--- config.mk ---
export PLATFORM = sky130hd
export DESIGN_NAME = ps2_rx
export DESIGN_NICKNAME = d
export VERILOG_FILES = /design/src/rtl/ps2_rx.sv
export SDC_FILE = /design/constraint.sdc
export NUM_CORES = 1
export LEC_CHECK = 0
export ABC_AREA = 1
export CAP_MARGIN = 20
export CORE_MARGIN = 4
export CORE_UTILIZATION = 43
export CTS_BUF_LIST = sky130_fd_sc_hd__clkbuf_4 sky130_fd_sc_hd__clkbuf_8
export DETAILED_ROUTE_END_ITERATION = 10
export GPL_TIMING_DRIVEN = 0
export HOLD_SLACK_MARGIN = 0.02
export PLACE_DENSITY = 0.74
export SLEW_MARGIN = 30
export SYNTH_ARGS = -nofsm -noshare
export SYNTH_HDL_FRONTEND = slang
export SYNTH_SLANG_ARGS = --single-unit
--- constraint.sdc ---
create_clock -name clk -period 1.7 [get_ports clk]
set_input_delay 0.34 -clock clk [delete_from_list [all_inputs] [get_ports clk]]
set_output_delay 0.34 -clock clk [all_outputs]
set_load 0.1 [all_outputs]
--- src/rtl/ps2_rx.sv ---
`default_nettype none
// ============================================================================
// Module   : ps2_rx
// Purpose  : PS/2 device-to-host serial receiver. Synchronizes and
//            glitch-filters the raw PS/2 clock/data pins. Deserializes
//            11-bit frames (start, 8 data bits LSB first, odd parity, stop).
//            Each good byte is presented with a one-cycle rx_done strobe.
// Revision : 1.0 - initial release
// ----------------------------------------------------------------------------
// Parameters
//   FILTER_LEN     : consecutive equal synchronized ps2_clk samples needed
//                    before the filtered clock changes level (2..255)
//   TIMEOUT_CYCLES : max clk cycles between falling edges inside a frame
// Ports
//   clk      in   system clock
//   reset    in   asynchronous, active-high reset
//   ps2_clk  in   raw PS/2 clock pin (asynchronous)
//   ps2_data in   raw PS/2 data pin (asynchronous)
//   rx_data  out  [7:0] last good byte received
//   rx_done  out  one-cycle pulse, rx_data valid
//   rx_err   out  one-cycle pulse, frame rejected (stop/parity/timeout)
//   busy     out  high while a frame is in progress
// Build option
//   PS2_RX_PARITY_CHECK_EN : when defined, a parity mismatch rejects the
//                            frame; otherwise the parity bit is ignored.
// ============================================================================
module ps2_rx #(
  parameter int FILTER_LEN     = 8,
  parameter int TIMEOUT_CYCLES = 100000
) (
  input  logic       clk,
  input  logic       reset,
  input  logic       ps2_clk,
  input  logic       ps2_data,
  output logic [7:0] rx_data,
  output logic       rx_done,
  output logic       rx_err,
  output logic       busy
);

  localparam int            TW        = $clog2(TIMEOUT_CYCLES + 1);
  localparam logic [7:0]    FILT_LAST = 8'(FILTER_LEN - 1);
  localparam logic [TW-1:0] TMO_LAST  = TW'(TIMEOUT_CYCLES - 1);
  localparam logic [TW-1:0] TMO_SAT   = TW'(TIMEOUT_CYCLES);

  typedef enum logic [1:0] {
    IDLE   = 2'd0,
    DATA   = 2'd1,
    PARITY = 2'd2,
    STOP   = 2'd3
  } state_t;

  state_t        state;
  state_t        state_d;

  logic          clk_meta;
  logic          clk_sync;
  logic          data_meta;
  logic          data_sync;

  logic [7:0]    filt_cnt;
  logic          clk_filt;
  logic          clk_filt_d;
  logic          fall;

  logic [TW-1:0] tmo_cnt;
  logic          tmo_hit;

  logic [7:0]    shreg;
  logic [2:0]    bit_cnt;
  logic          parity_ok;

  logic          start;
  logic          shift_en;
  logic          done_set;
  logic          err_set;

  // --------------------------------------------------------------------------
  // Two-stage synchronizers; idle-high reset value so a reset never looks
  // like a falling clock edge.
  // --------------------------------------------------------------------------
  always_ff @(posedge clk or posedge reset) begin
    if (reset) begin
      clk_meta  <= 1'b1;
      clk_sync  <= 1'b1;
      data_meta <= 1'b1;
      data_sync <= 1'b1;
    end else begin
      clk_meta  <= ps2_clk;
      clk_sync  <= clk_meta;
      data_meta <= ps2_data;
      data_sync <= data_meta;
    end
  end

  // --------------------------------------------------------------------------
  // Glitch filter: the counter tracks how many consecutive samples disagree
  // with the filtered level; any agreeing sample restarts the count.
  // --------------------------------------------------------------------------
  always_ff @(posedge clk or posedge reset) begin
    if (reset) begin
      filt_cnt   <= '0;
      clk_filt   <= 1'b1;
      clk_filt_d <= 1'b1;
    end else begin
      clk_filt_d <= clk_filt;
      if (clk_sync == clk_filt) begin
        filt_cnt <= '0;
      end else if (filt_cnt == FILT_LAST) begin
        clk_filt <= clk_sync;
        filt_cnt <= '0;
      end else begin
        filt_cnt <= filt_cnt + 8'd1;
      end
    end
  end

  assign fall = clk_filt_d & ~clk_filt;

  // --------------------------------------------------------------------------
  // Inter-edge timeout. Held at zero while idle, cleared by each edge,
  // saturating so a stuck frame can never wrap back below the limit.
  // --------------------------------------------------------------------------
  always_ff @(posedge clk or posedge reset) begin
    if (reset) begin
      tmo_cnt <= '0;
    end else if ((state == IDLE) || fall) begin
      tmo_cnt <= '0;
    end else if (tmo_cnt != TMO_SAT) begin
      tmo_cnt <= tmo_cnt + TW'(1);
    end
  end

  assign tmo_hit = (state != IDLE) && !fall && (tmo_cnt >= TMO_LAST);

  // --------------------------------------------------------------------------
  // Parity evaluation
  // --------------------------------------------------------------------------
`ifdef PS2_RX_PARITY_CHECK_EN
  logic par_bit;

  always_ff @(posedge clk or posedge reset) begin
    if (reset) begin
      par_bit <= 1'b0;
    end else if ((state == PARITY) && fall) begin
      par_bit <= data_sync;
    end
  end

  // Odd parity: data plus parity bit must hold an odd number of ones.
  assign parity_ok = ^{shreg, par_bit};
`else
  assign parity_ok = 1'b1;
`endif

  // --------------------------------------------------------------------------
  // FSM
  // --------------------------------------------------------------------------
  always_ff @(posedge clk or posedge reset) begin
    if (reset) begin
      state <= IDLE;
    end else begin
      state <= state_d;
    end
  end

  always_comb begin
    state_d  = state;
    start    = 1'b0;
    shift_en = 1'b0;
    done_set = 1'b0;
    err_set  = 1'b0;
    if (tmo_hit) begin
      state_d = IDLE;
      err_set = 1'b1;
    end else begin
      case (state)
        IDLE: begin
          // A falling edge with data high is not a start bit.
          if (fall && !data_sync) begin
            state_d = DATA;
            start   = 1'b1;
          end
        end
        DATA: begin
          if (fall) begin
            shift_en = 1'b1;
            if (bit_cnt == 3'd7) begin
              state_d = PARITY;
            end
          end
        end
        PARITY: begin
          if (fall) begin
            state_d = STOP;
          end
        end
        STOP: begin
          if (fall) begin
            state_d = IDLE;
            if (data_sync && parity_ok) begin
              done_set = 1'b1;
            end else begin
              err_set = 1'b1;
            end
          end
        end
        default: state_d = IDLE;
      endcase
    end
  end

  // --------------------------------------------------------------------------
  // Datapath and registered outputs
  // --------------------------------------------------------------------------
  always_ff @(posedge clk or posedge reset) begin
    if (reset) begin
      bit_cnt <= '0;
      shreg   <= '0;
      rx_data <= '0;
      rx_done <= 1'b0;
      rx_err  <= 1'b0;
    end else begin
      rx_done <= done_set;
      rx_err  <= err_set;
      if (start) begin
        bit_cnt <= '0;
        shreg   <= '0;
      end else if (shift_en) begin
        shreg[bit_cnt] <= data_sync;
        bit_cnt        <= bit_cnt + 3'd1;
      end
      if (done_set) begin
        rx_data <= shreg;
      end
    end
  end

  // Decoded from the state register so it drops together with the strobes.
  assign busy = (state != IDLE);

endmodule
`default_nettype wire

==> impl_metrics.csv <==
group,metric,value,unit
cts,ctsHoldBuffers,0,
logic_synthesis,synth_fp_nets,327,
floorplan,core_area,5920,sq um
sta,finalCritPeriodShare,97.5,%
detailed_routing,drt_iter0_markers,100,
grt,grt_pass1_vias,1966,
logic_synthesis,synthFlopType,"dfrtp_1",
logic_synthesis,yosys_warnings,0,
sta,tightest_slew,0.554,ns
finish,num-nets-final,353,
power,finalPower,3.69,mW
finish,drive_gt1_share,16.2,%
logic_synthesis,synth_seq_cells,54,
detailed_routing,antenna_left,0,
detailed_routing,postRouteWirelength,4.81,mm
detailed_routing,met2_length,2.28,mm
cts,cts_tree,"done",
finish,final_common_cell,"nand2_1",
run_status,status,"finished clean",
setup_path,startpoint_type,"flop",
sta,slew_viol_final,0,
finish,area_delta_synth_final,18.2,%
floorplan,die_area,7400,sq um
cts,root_buffer,"clkbuf_8",
min_path,hp-class,"primary input to async pin",
setup_path,worstPathMaxFanout,4,
cts,h-tree-depth,2,
grt,grt_pass1_wl,8.48,mm
placement,io_buffer_count,14,
floorplan,placementRows,28,
setup_path,required,1.36,ns
sta,finClkSkew,0.0120,ns
grt,grt_usage,14.1,%
cts,clockBufferDepth,2,
sta,setup_violations,0,
detailed_routing,drc,0,
logic_synthesis,syn_area_per_cell,8.36,sq um
job,cap_violations,0,
logic_synthesis,synthArstFlopShare,100,%
floorplan,fp.dieW,86.0,um
sta,whs,0.267,ns
detailed_routing,wl_per_cell,11.6,um
detailed_routing,vias,2055,
logic_synthesis,yosysSeqAreaShare,51.9,%
placement,place_congestion,0.850,
logic_synthesis,synth_edf_count,0,
sta,fmax,603,MHz
detailed_routing,wl_met1,2.34,mm
cts,cts.sinks,54,
floorplan,start_util,44.2,%
floorplan,chipHeight,86.0,um
sta,rsz0062_at_grt,"yes",
logic_synthesis,synth_top_area_share,45.9,%
sta,finalHoldViolations,0,
cts,cts_buffers,5,
setup_path,arrival,1.32,ns
setup_path,critPathKind,"flop to output port",
power,power_density,1190,nW/um^2
finish,finalNonFillerCells,415,
floorplan,io_pins,15,
finish,diodes,0,
cts,cts.clk_slew.worst_paths,0.10,ns
logic_synthesis,synthTopCellsByArea,"dfrtp_1 (46%), nand2_1 (10%), inv_1 (6.2%)",
detailed_routing,highest_layer,"met4",
power,p_leak,1.42,nW
sta,finalCriticalPeriod,1.66,ns
sta,slew_headroom,63.3,%
logic_synthesis,synth_area_leader_cell,"dfrtp_1",
setup_path,endpoint_kind,"output port",
grt,antenna_found_initial,0,
finish,final_cell_mix,"nand2_1 (72), dfrtp_1 (48), inv_1 (38), nor2_1 (33)",
finish,utilization,52.3,%
detailed_routing,viasPerCell,4.95,
grt,grt_max_degree,47,
logic_synthesis,ys_types,28,
detailed_routing,wl_met3,80,um
grt,gr-total-overflow,0,
logic_synthesis,postSynthCellCount,313,
power,vdd.ir_drop.worst,0.00115,V
detailed_routing,firstDrtPassIters,4,
placement,hpwl,3.60,mm
logic_synthesis,synthesis.area,2620,sq um
cts,insertion_delay,0.31,ns
placement,dp_cells,403,
==> path summary, 6_finish.rpt <==
check / from / endpoint / slack (ns) / depth (start not counted)
min in group clk: clk_meta / clk_sync / 0.36 / 0
max in group asynchronous: reset / data_sync / 0.94 / 3
setup reg to reg: tmo_cnt[1] / state[0] / 0.14 / 12
setup / recovery: state[1] / busy / 0.04 / 4
hold reg to reg: clk_meta / clk_sync / 0.36 / 0
hold / removal: reset / tmo_cnt[2] / 0.27 / 2
==> power by group <==
group | switching, mW | internal, mW
Combinational | 0.823 | 0.490
Sequential | 0.159 | 1.48
Clock | 0.437 | 0.304
==> cell type report <==
cell class	instances	area (sq um)
fillers	517	2830
inverters	45	178
flip-flops and latches	54	1360
clock inverters	3	26.3
clock buffers	5	68.8
well taps	75	93.8
repair buffers	19	220
multi-input cells	213	1140
plain buffers	1	7.51
==> critical path: stages (launching register included) <==
cell and delay, ns:
dfrtp_1 0.44, inv_2 0.11, ha_4 0.18, clkinvlp_4 0.11
buf_12 0.17
==> cells in the mapped netlist (4+ instances only) <==
master and instances:
nand3_1 15, nor2_1 35, nor3_1 10, xor2_1 4, nand2_1 73, ha_1 10
nand4_1 9, dfstp_2 6, inv_1 43, dfrtp_1 48, a21oi_1 20, nor4_1 4
o21ai_0 17
==> flip-flops by register name (all words and copies together) (netlist names) <==
| name | cells |
|---|---|
| tmo_cnt | 17 |
| clk_sync | 1 |
| rx_done | 1 |
| shreg | 8 |
| clk_filt | 1 |
| clk_meta | 1 |
| rx_data | 8 |
| data_sync | 1 |
| bit_cnt | 3 |
| filt_cnt | 8 |
| clk_filt_d | 1 |
| rx_err | 1 |
| data_meta | 1 |
| state | 2 |
==> cell families (layout without fill, tap and decap cells) <==
kind of cell	Yosys count	count (layout)	synth area share, %
simple gates	156	156	26.5
flops	54	54	51.9
fa+ha+maj	10	10	4.78
xor+xnor	5	5	1.67
compound gates	42	42	8.46
buf+inv	46	73	6.64
==> timing repair <==
| action | 4_1_cts | 5_1_grt |
|---|---|---|
| setup buffers | 0 | 4 |
| gates resized for setup | 37 | 10 |
| endpoints found under the hold margin | 0 | 0 |
| pin swaps | 0 | 1 |
| endpoints found under the setup margin | 11 | 20 |
==> metrics by stage <==
step / TNS (ns) / instance area (sq um) / worst slack (ns)
floorplan: -0.0993 / 2660 / -0.0228
global placement: -48.37 / 2890 / -0.920
detailed placement: -1.58 / 2920 / -0.527
CTS: 0 / 3030 / 0.000124
global route: -0.0547 / 3090 / -0.0333
finish: 0 / 3090 / 0.0423
==> routing by layer <==
metal,up-vias,global-route usage (%)
met1,960,18.2
li1,1068,-
met4,0,7.34
met2,20,23.1
met3,7,1.92
met5,-,0
Note: power is estimated with default switching activity, not from simulation.
